<file path="config.mk">
export PLATFORM = sky130hd
export DESIGN_NAME = uart_word_loopback
export DESIGN_NICKNAME = d
export VERILOG_FILES = /design/src/rtl/uart_word_loopback.sv
export SDC_FILE = /design/constraint.sdc
export NUM_CORES = 1
export LEC_CHECK = 0
export BUFFER_PORTS_ARGS = -buffer_cell sky130_fd_sc_hd__buf_2
export CORE_AREA = 2 2 170 172
export DETAILED_ROUTE_END_ITERATION = 8
export DIE_AREA = 0 0 172 174
export PLACE_DENSITY = 0.74
export SETUP_SLACK_MARGIN = 0.15
export SLEW_MARGIN = 30
export SYNTH_ARGS = -nofsm -noshare
export SYNTH_HDL_FRONTEND = slang
export SYNTH_SLANG_ARGS = --single-unit
</file>
<file path="constraint.sdc">
create_clock -name Clock -period 5.86 [get_ports Clock]
set_input_delay 0.293 -clock Clock [delete_from_list [all_inputs] [get_ports Clock]]
set_output_delay 0.293 -clock Clock [all_outputs]
set_load 0.02 [all_outputs]
</file>
<file path="src/rtl/uart_word_loopback.sv">
// Byte-stream loopback: assembles RX characters into words, transforms them per Mode,
// queues them in a word FIFO and serializes them back out LS byte first.
module uart_word_loopback #(
   parameter int ByteWidth = 8,
   parameter int Bytes     = 4,
   parameter int Depth     = 8
) (
   input  logic                       Clock,
   input  logic                       Reset,
   input  logic [1:0]                 Mode,
   input  logic [ByteWidth-1:0]       RXData,
   input  logic                       RXValid,
   output logic                       RXReady,
   output logic [ByteWidth-1:0]       TXData,
   output logic                       TXValid,
   input  logic                       TXReady,
   output logic [Bytes*ByteWidth-1:0] LastWord,
   output logic [15:0]                WordCount,
   output logic                       Overflow
);

   localparam int W  = Bytes * ByteWidth;
   localparam int AW = $clog2(Depth);
   localparam int CW = (Bytes > 1) ? $clog2(Bytes) : 1;
   localparam logic [CW-1:0] LastIdx = CW'(Bytes - 1);

   localparam logic [0:0] IDLE = 1'b0;
   localparam logic [0:0] SEND = 1'b1;

   logic          r_rx_ready;
   logic [CW-1:0] r_byte_cnt;
   logic [W-1:0]  r_asm;
   logic [W-1:0]  r_last_word;
   logic [15:0]   r_word_count;
   logic          r_overflow;

   logic [W-1:0]  r_mem [Depth];
   logic [AW:0]   r_wr_ptr;
   logic [AW:0]   r_rd_ptr;

   logic [0:0]    r_state;
   logic [W-1:0]  r_shift;
   logic [CW-1:0] r_idx;

   logic          w_rx_fire;
   logic          w_complete;
   logic [W-1:0]  w_word;
   logic [W-1:0]  w_xform;
   logic          w_store;
   logic          w_full;
   logic          w_empty;
   logic          w_push;
   logic          w_pop;
   logic          w_tx_fire;
   logic [W-1:0]  w_head;

   assign w_rx_fire  = RXValid && r_rx_ready;
   assign w_complete = w_rx_fire && (r_byte_cnt == LastIdx);

   // Word as it will look once the byte arriving this cycle is merged in.
   always_comb begin
      w_word = r_asm;
      w_word[int'(r_byte_cnt) * ByteWidth +: ByteWidth] = RXData;
   end

   always_comb begin
      case (Mode)
         2'b01:   w_xform = ~w_word;
         2'b10:   w_xform = w_word + W'(1);
         default: w_xform = w_word;
      endcase
   end

   assign w_store = w_complete && (Mode != 2'b11);
   assign w_full  = (r_wr_ptr[AW] != r_rd_ptr[AW]) && (r_wr_ptr[AW-1:0] == r_rd_ptr[AW-1:0]);
   assign w_empty = (r_wr_ptr == r_rd_ptr);
   assign w_push  = w_store && (!w_full || w_pop);
   assign w_head  = r_mem[r_rd_ptr[AW-1:0]];

   assign w_tx_fire = (r_state == SEND) && TXReady;
   assign w_pop     = !w_empty && ((r_state == IDLE) || (w_tx_fire && (r_idx == LastIdx)));

   always_ff @(posedge Clock or posedge Reset) begin
      if (Reset) begin
         r_rx_ready   <= 1'b0;
         r_byte_cnt   <= '0;
         r_asm        <= '0;
         r_last_word  <= '0;
         r_word_count <= '0;
         r_overflow   <= 1'b0;
      end else begin
         r_rx_ready <= 1'b1;
         if (w_rx_fire) begin
            if (w_complete) begin
               r_byte_cnt   <= '0;
               r_asm        <= '0;
               r_last_word  <= w_word;
               r_word_count <= r_word_count + 16'd1;
            end else begin
               r_byte_cnt <= r_byte_cnt + CW'(1);
               r_asm      <= w_word;
            end
         end
         if (w_store && !w_push)
            r_overflow <= 1'b1;
      end
   end

   always_ff @(posedge Clock) begin
      if (w_push)
         r_mem[r_wr_ptr[AW-1:0]] <= w_xform;
   end

   always_ff @(posedge Clock or posedge Reset) begin
      if (Reset) begin
         r_wr_ptr <= '0;
         r_rd_ptr <= '0;
      end else begin
         if (w_push) r_wr_ptr <= r_wr_ptr + (AW+1)'(1);
         if (w_pop)  r_rd_ptr <= r_rd_ptr + (AW+1)'(1);
      end
   end

   // The last byte of a word reloads straight from the FIFO so words go out back-to-back.
   always_ff @(posedge Clock or posedge Reset) begin
      if (Reset) begin
         r_state <= IDLE;
         r_shift <= '0;
         r_idx   <= '0;
      end else begin
         case (r_state)
            IDLE: begin
               if (w_pop) begin
                  r_shift <= w_head;
                  r_idx   <= '0;
                  r_state <= SEND;
               end
            end
            default: begin
               if (w_tx_fire) begin
                  if (r_idx == LastIdx) begin
                     if (w_pop) begin
                        r_shift <= w_head;
                        r_idx   <= '0;
                     end else begin
                        r_state <= IDLE;
                     end
                  end else begin
                     r_shift <= r_shift >> ByteWidth;
                     r_idx   <= r_idx + CW'(1);
                  end
               end
            end
         endcase
      end
   end

   assign RXReady   = r_rx_ready;
   assign TXValid   = (r_state == SEND);
   assign TXData    = r_shift[ByteWidth-1:0];
   assign LastWord  = r_last_word;
   assign WordCount = r_word_count;
   assign Overflow  = r_overflow;

endmodule

</file>
### After elaboration in Yosys (flattened, before gate mapping)

Memory sizes are Yosys's and may differ from the RTL's.
Index checks and enable logic that the tools add are counted.

| operators by class | value |
|---|---|
| add/subtract/negate cells | 7 |
| multipliers | 0 |
| divide/modulo/power cells | 0 |
| order comparisons | 0 |
| equality and inequality tests | 9 |
| shifts and indexed selects | 2 |
| muxes and demuxes | 18 |
| bitwise logic cells | 2 |
| reductions and logical operators | 15 |

Operator list:

| operator | count |
|---|---|
| $mux 32 | 5 |
| $pmux 32 s2 | 1 |
| $neg 5->33 | 1 |
| $shift 8x33->32 const A | 1 |
| $shiftx 8x33->32 | 1 |
| $add 32x1->32 const B | 1 |
| $bwmux 32 | 1 |
| $not 32->32 | 1 |
| $add 16x1->16 const B | 1 |
| $mux 2 | 5 |
| $logic_and 1x1->1 | 9 |
| $add 4x1->4 const B | 2 |
| $eq 2x2->1 const B | 3 |
| $mux 1 | 6 |
| $add 2x1->2 const B | 2 |
| $eq 4x4->1 | 1 |
| $eq 3x3->1 | 1 |
| $logic_not 1->1 | 3 |
| $eq 2x1->1 const B | 1 |
| $logic_or 1x1->1 | 2 |
| $ne 2x1->1 const B | 1 |
| $ne 2x2->1 const B | 1 |
| $reduce_and 2->1 | 1 |
| $ne 1x1->1 | 1 |
| $not 1->1 | 1 |

| storage, ports and cells | value |
|---|---|
| register bits after elaboration | 127 |
| latch bits | 0 |
| memory bits (writable) | 256 |
| ROM bits | 0 |
| input port bits | 14 |
| output and inout port bits | 59 |
| logic and storage cells | 65 |
| memories | 1 |

Memories:

| name | depth | width | rd ports | clocked after Yosys merged registers in | write ports | line | source |
|---|---|---|---|---|---|---|---|
| r_mem | 8 | 32 | 1 | 0 | 1 | 37 | `logic [W-1:0] r_mem [Depth];` |

### Logic depth before layout (Yosys ltp)

Gate-level depths: netlist (run 1).

| depth | value |
|---|---|
| word-level depth | 8 |
| depth in mapped cells | 17 |
| gate-level depth less buffers | 14 |

### Least setup slack after synthesis (run 1)

No wires, ideal clock.

| path | value |
|---|---|
| path kind | reg-to-reg |
| start point | register r_byte_cnt[0] |
| end point | memory r_mem[1][0] in the netlist's numbering, enable pin |
| setup time | 0.513 ns |
| arrival | 4.579 ns |
| required time | 5.347 ns |
| path slack | 0.767 ns |
| cell stages (with the launch flop) | 6 |
| path buffers | 0 |
| clock period less this slack | 5.093 ns |
| cells stage by stage | dfrtp_1 > ha_1 > nand3_1 > nor2_1 > nand2b_1 > nor4b_1 |

| on the way | value |
|---|---|
| longest elaborated chain between the ends | 6 |

RTL lines:

| item | line | source |
|---|---|---|
| start: declaration | 31 | `logic [CW-1:0] r_byte_cnt;` |
| start signal: assignment | 100 | `r_byte_cnt <= r_byte_cnt + CW'(1);` |
| $eq 2x2->1 | 58 | `assign w_complete = w_rx_fire && (r_byte_cnt == LastIdx);` |
| $logic_and 1x1->1 | 58 |  |
| $logic_and 1x1->1 | 74 | `assign w_store = w_complete && (Mode != 2'b11);` |
| $logic_and 1x1->1 | 77 | `assign w_push = w_store && (!w_full \|\| w_pop);` |
| $mux 1 | 110 | `if (w_push)` |
| $mux 1 (not written as such) | 111 | `r_mem[r_wr_ptr[AW-1:0]] <= w_xform;` |
| end: declaration | 37 |  |

No other way between the ends.

### Worst setup path in the final report (run 1)

| path | value |
|---|---|
| start point | register r_byte_cnt[0] |
| end point | memory r_mem[0][25] in the netlist's numbering, data pin |

| on the way | value |
|---|---|
| longest elaborated chain between the ends | 5 |
| elaborated cells between the ends (all ways) | 7 |
| those cells by class | 2 x add/sub; 2 x shift; 2 x mux; 1 x bitwise |

RTL lines:

| item | line | source |
|---|---|---|
| $neg 5->33 * | 63 | `w_word[int'(r_byte_cnt) * ByteWidth +: ByteWidth] = RXData;` |
| $shiftx 8x33->32 or $shift 8x33->32 (tied branches) | 63 |  |
| $bwmux 32 * | 63 |  |
| $add 32x1->32 or $not 32->32 (tied branches) | 69, 68 |  |
| $pmux 32 s2 * | 67 | `case (Mode)` |
| via w_xform[25] | 48 | `logic [W-1:0] w_xform;` |

Mark *: on every way through the listed nets, which the timed path passes. The rest lies on a longest branch.

==> reports/metrics.csv, run 1 <==
stage,metric,value,unit
status,status,"finished, final reports clean",
setup_path,R2R setup slack,1.22,ns
synth,predominant post-synthesis flop cell,edfxtp_1,
grt,GRT Util Overall,0.253,
flow_run,Max-Cap Viols,0,
clocking,worst skew pair latency,0.53,ns
placed_design,GP Congestion,0.872,
synth,post-synthesis average cell area,14.7,um2
synth,synth top area cells,"edfxtp_1 46%, dfrtp_1 19%, mux4_2 8.7%",
finish,Filler cells,1989,
timing,Fin Setup TNS,0,ns
synth,Post-synth EDFFs,256,
min_path,Worst Hold Class,input port to flop,
setup_path,critical path startpoint category,flop,
timing,final setup violation count,0,
power_and_ir_drop,pwr dens,444,mW/mm2
timing,Final Hold Viols,0,
synth,"Seq/Total Area, Yosys",0.654,
drt,Vias/cell,6.20,
drt,DR iter-0 viols,894,
clocking,post_cts resized,0,
synth,"area leader, netlist",edfxtp_1,
finish,NumNets Final,1219,
clocking,Post-CTS Setup Repair Bufs,0,
finish,fraction of layout cells with a size suffix above 1,0.242,
drt,via count,9964,
finish,area taken by multi-input logic gates,0.00545,mm2
synth,Synth Warn #,0,
timing,Worst-Margin Slew,0.989,ns
clocking,Num CTS Buffers,39,
finish,most frequent cells in the layout,"256 x edfxtp_1, 136 x nand2_1, 124 x dfrtp_1",
setup_path,"Req. time, crit path",6.09,ns
clocking,"Clk pin slew, worst setup/hold paths",0.07,ns
timing,Max Freq,216,MHz
drt,Antenna Nets Post-Route,0,
setup_path,Worst path max stage delay,0.70,ns
setup_path,"slowest stage cell, crit path",nor3_1,
clocking,CTS tree,built,
clocking,CTS max path bufs,3,
timing,RSZ-0062 raised after global routing,no,
setup_path,worst path buffer plus inverter count,2,
synth,Syn Nets,1159,
setup_path,worst path arrival time,4.87,ns
grt,vias in the first global route,9637,
timing,post-route setup slack,1.22,ns
floorplan,Die Width,172,um
timing,period utilisation layout,0.792,
setup_path,CP cell instances,"inv_1, ha_1, nor4bb_1, buf_4, a32o_2, nor4b_2, nand3_1, nor3_1, nand2_1, mux2i_1",
setup_path,CP Class,flop to flop,
grt,first-pass GRT wire length,56900,um
clocking,# clock sinks,383,
synth,Cells after Synth,1132,
floorplan,Die Area,0.0299,mm2
floorplan,row count,62,
floorplan,Initial Util,0.589,
finish,"commonest non-fill, non-tap cell in the layout",edfxtp_1,
grt,initial antenna violation count,0,
clocking,Clk Tree Root Cell,clkbuf_16,
drt,routed length per instance,22.9,um
synth,mapped cell area,0.0166,mm2
timing,minimum clock period,4.64,ns
timing,Rel. slew slack,0.334,
power_and_ir_drop,Lkg Pwr,7.11,nW
setup_path,worst-path maximum fanout,14,
placed_design,Detailed Place HPWL,22200,um
finish,# diodes,0,
synth,number of synthesized register bits,383,
grt,largest net degree at the start of global routing,71,
setup_path,CP endpoint kind,flop,
placed_design,Place WS,1.32,ns
floorplan,core area,0.0282,mm2
drt,total wire length,36800,um
synth,"FFs w/ async S/R, synth",0.332,
timing,max-slew violation count,0,
clocking,H-tree Lvls,2,
grt,total global routing overflow,0,
drt,drt first pass iters,5,
setup_path,CP top delay family,simple AND/OR/NAND/NOR gates,
drt,drt drc,0,
floorplan,die height,174,um
placed_design,IO buf count,72,
power_and_ir_drop,worst vdd ir,0.000310,V
finish,FF/Latch Area,0.0109,mm2
floorplan,I/O pins,73,
synth,top cell type's share of synthesized area,0.462,
synth,Synth cell types,75,
timing,Final Skew,0.0155,ns
finish,P&R area growth vs syn,12.4,%
## stage by stage
| step | hold WS, ns | cells | area, um2 | power [mW] | util |
|---|---|---|---|---|---|
| after global placement | 0.370 | 1533 | 17400 | 5.84 | 0.615 |
| after global routing | 0.160 | 1606 | 18700 | 8.68 | 0.662 |
| after detailed placement | 0.369 | 1533 | 17400 | 5.89 | 0.615 |
| after floorplan | 0.442 | 1132 | 16600 | 5.29 | - |
| final | 0.134 | 1606 | 18700 | 8.30 | 0.662 |
| after CTS | 0.112 | 1605 | 18600 | 8.35 | 0.660 |
## repair_timing
item,in CTS,in global routing
hold buffers,1,0
setup endpoints to repair,0,0
endpoints found under the hold margin,57,0
## Yosys cell counts (all sizes together) (13+ instances only)
cell,n
xnor2,17
a21oi,29
ha,13
mux4,64
buf,27
nor2,36
o221a,24
nand2,138
nor2b,24
mux2,15
clkbuf,47
inv,13
dfrtp,127
o21ai,80
a22o,14
mux2i,41
nand3,17
edfxtp,256
## sequential cells by signal, indices dropped and copies added, names as in the netlist
register	count
LastWord	32
Overflow	1
RXReady	1
TXValid	1
WordCount	16
r_asm	32
r_byte_cnt	2
r_idx	2
r_mem	256
r_rd_ptr	4
r_shift	32
r_wr_ptr	4
## logic make-up after synthesis
| family | share of synthesized area |
|---|---|
| DFF | 0.654 |
| and+or+nand+nor | 0.0887 |
| AOI/OAI and AO/OA | 0.0890 |
| muxes | 0.122 |
| buffers and inverters | 0.0230 |
| xor gates and xnor gates | 0.0142 |
| adders and majority gates | 0.00978 |
| other | 0.000226 |
## metal layers
| layer | global-route usage | part of all wire |
|---|---|---|
| met2 | 0.391 | 0.48 |
| met4 | 0.0725 | 0.024 |
| met3 | 0.0423 | 0.079 |
| met5 | 0 | 0 |
| met1 | 0.379 | 0.42 |
## report_power, final
group,total (mW),internal (mW),switching [mW]
registers,3.57,3.29,0.277
clock network,2.45,1.43,1.02
logic,2.28,1.00,1.27
total,8.30,5.73,2.57
## layout make-up
| cell class | count | share of cell area |
|---|---|---|
| flip-flops and latches | 383 | 0.582 |
| multi-input cells | 661 | 0.292 |
| clock buffers | 55 | 0.0599 |
| repair buffers | 93 | 0.0293 |
| well taps | 384 | 0.0257 |
| clock inverters | 16 | 0.00810 |
| inverters | 14 | 0.00308 |
## worst reg2reg max path, delay by kind of cell, from the launching register on
family	cells	cell delay (ns)
AND/OR/NAND/NOR	5	2.05
flip-flops	1	0.62
multiplexers	1	0.59
adder cells (fa/ha/maj)	1	0.49
buffers and inverters	2	0.37
AO/OA/AOI/OAI	1	0.23
## final timing paths
path                       depth (start not counted)                      start                       end
setup / recovery                                  10  r_byte_cnt[0]$_DFFE_PP0P_    r_mem[0][25]$_DFFE_PP_
hold / removal                                     3                  RXData[1]  LastWord[25]$_DFFE_PP0P_
setup reg to reg                                  10  r_byte_cnt[0]$_DFFE_PP0P_    r_mem[0][25]$_DFFE_PP_
hold reg to reg                                    1       Overflow$_DFFE_PP0P_      Overflow$_DFFE_PP0P_
max in group asynchronous                          4                      Reset   r_rd_ptr[0]$_DFFE_PP0P_
min in group asynchronous                          3                      Reset  LastWord[29]$_DFFE_PP0P_
Note: power is estimated with default switching activity, not from simulation.
==> run 2: changes to the inputs <==
Clock period 5.86 ns to 4.55 ns, I/O delays scaled along.
==> reports/metrics.csv, run 2 (same netlist as run 1, synthesis figures left out) <==
stage,metric,value,unit,change
timing,Fin Setup TNS,0,ns,unchanged
timing,Worst-Margin Slew,0.918,ns,was 0.989 ns
placed_design,Place WS,0.421,ns,was 1.32 ns
grt,largest net degree at the start of global routing,88,,was 71
power_and_ir_drop,Lkg Pwr,7.18,nW,was 7.11 nW
timing,minimum clock period,4.11,ns,was 4.64 ns
clocking,# clock sinks,383,,unchanged
finish,Final Non-Filler Cells,1617,,was 1606
grt,met1 Use GR,0.366,,was 0.379
finish,Filler cells,1954,,was 1989
floorplan,Die Width,172,um,unchanged
timing,Rel. slew slack,0.381,,was 0.334
grt,GRT Util Overall,0.254,,was 0.253
timing,post-route setup slack,0.443,ns,was 1.22 ns
placed_design,DP Area,0.0175,mm2,was 0.0174 mm2
floorplan,die height,174,um,unchanged
drt,drt drc,0,,unchanged
clocking,Clk Tree Root Cell,clkbuf_16,,unchanged
clocking,worst skew pair latency,0.53,ns,about the same
grt,initial antenna violation count,1,,was 0
placed_design,placed cell count,1545,,was 1533
floorplan,core area,0.0282,mm2,unchanged
finish,most frequent cells in the layout,"256 x edfxtp_1, 136 x nand2_1, 124 x dfrtp_1",,unchanged
clocking,"Clk pin slew, worst setup/hold paths",0.06,ns,was 0.07 ns
floorplan,Initial Util,0.589,,unchanged
timing,Final Skew,0.0199,ns,was 0.0155 ns
drt,total wire length,36500,um,was 36800 um
power_and_ir_drop,pwr dens,577,mW/mm2,was 444 mW/mm2
finish,P&R area growth vs syn,13.4,%,was 12.4%
setup_path,worst-path maximum fanout,12,,was 14
grt,total global routing overflow,0,,unchanged
setup_path,"Req. time, crit path",4.74,ns,was 6.09 ns
placed_design,GP Congestion,0.895,,was 0.872
floorplan,row count,62,,unchanged
timing,final setup violation count,0,,unchanged
timing,Final Hold Viols,0,,unchanged
clocking,Num CTS Buffers,39,,unchanged
grt,first-pass GRT wire length,57800,um,was 56900 um
finish,"commonest non-fill, non-tap cell in the layout",edfxtp_1,,unchanged
clocking,H-tree Lvls,2,,unchanged
timing,RSZ-0062 raised after global routing,no,,unchanged
finish,final instance area,0.0188,mm2,was 0.0187 mm2
finish,Largest register FFs,256,,unchanged
clocking,Post-CTS Setup Repair Bufs,0,,unchanged
drt,Antenna Nets Post-Route,0,,unchanged
setup_path,worst path arrival time,4.30,ns,was 4.87 ns
timing,Max Freq,244,MHz,was 216 MHz
flow_run,Max-Cap Viols,0,,unchanged
floorplan,I/O pins,73,,unchanged
drt,Vias/cell,6.19,,was 6.20
clocking,CTS max path bufs,3,,unchanged
power_and_ir_drop,worst vdd ir,0.000535,V,was 0.000310 V
finish,fraction of layout cells with a size suffix above 1,0.251,,was 0.242
grt,met2 usage,0.413,,was 0.391
drt,via count,10000,,was 9964
status,status,"finished, final reports clean",,unchanged
finish,# diodes,0,,unchanged
drt,DR iter-0 viols,965,,was 894
timing,max-slew violation count,0,,unchanged
grt,most used routing layer in global routing,met2,,unchanged
grt,vias in the first global route,10000,,was 9637
timing,period utilisation layout,0.903,,was 0.792
setup_path,CP Class,flop to flop,,unchanged
min_path,Worst Hold Class,input port to flop,,unchanged
floorplan,Die Area,0.0299,mm2,unchanged
power_and_ir_drop,post-layout total power,10.9,mW,was 8.30 mW
placed_design,Detailed Place HPWL,21900,um,was 22200 um
setup_path,CP endpoint kind,flop,,unchanged
clocking,CTS tree,built,,unchanged
grt,met3 Usage GRT,0.0373,,was 0.0423
drt,drt first pass iters,6,,was 5
timing,Min Hold Slack,0.0927,ns,was 0.134 ns
finish,fin util,0.667,,was 0.662
setup_path,critical path startpoint category,flop,,unchanged
placed_design,IO buf count,72,,unchanged
drt,routed length per instance,22.5,um,was 22.9 um
finish,NumNets Final,1230,,was 1219
-- run 2: cell count changes in the layout (fill, tap and decap cells not counted), sizes merged --
cell,before,now
bufinv,2,4
clkbuf,55,57
clkinv,10,9
buf,92,103
clkinvlp,0,2
inv,18,13
-- run 2: layout make-up --
class | instances | area (um2) | area share
Clock inverter | 14 | 181 | 0.00963
Sequential cell | 383 | 10900 | 0.577
Multi-Input combinational cell | 661 | 5480 | 0.291
Inverter | 14 | 57.6 | 0.00305
Clock buffer | 57 | 1160 | 0.0614
Timing Repair Buffer | 104 | 619 | 0.0329
Tap cell | 384 | 480 | 0.0255
-- run 2: path summary, 6_finish.rpt --
kind | cells past startpoint | slack [ns] | end | start
worst max-delay path | 9 | 0.44 | r_mem[0][27]$_DFFE_PP_ | r_byte_cnt[1]$_DFFE_PP0P_
worst min-delay path | 3 | 0.09 | LastWord[25]$_DFFE_PP0P_ | RXData[1]
worst max register to register | 9 | 0.44 | r_mem[0][27]$_DFFE_PP_ | r_byte_cnt[1]$_DFFE_PP0P_
worst min register to register | 1 | 0.46 | Overflow$_DFFE_PP0P_ | Overflow$_DFFE_PP0P_
max in group asynchronous | 4 | 3.08 | WordCount[10]$_DFFE_PP0P_ | Reset
min in group asynchronous | 3 | 0.43 | LastWord[30]$_DFFE_PP0P_ | Reset
-- run 2: repair_timing --
action	4_1_cts	5_1_grt
gates resized for setup	0	4
endpoints found under the hold margin	86	0
hold buffers	1	0
setup endpoints to repair	0	32
-- run 2: layer usage --
metal	vias to the layer above	share of wire
met3	64	0.069
met5	-	0
li1	4472	-
met4	0	0.024
met2	458	0.48
met1	5011	0.42
-- run 2: critical path, stage by stage, from the launching register on --
cell and delay (ns):
dfrtp_1 0.39, inv_1 0.10, ha_2 0.47, nor3b_2 0.46
and2_1 0.27, a22oi_1 0.21, or2_2 0.42, nor3_1 0.61
a21oi_1 0.16, a31oi_1 0.69
-- run 2: where the power goes --
| group | switching, mW | internal (mW) |
|---|---|---|
| registers | 0.347 | 4.24 |
| clock network | 1.28 | 2.00 |
| logic | 1.67 | 1.33 |
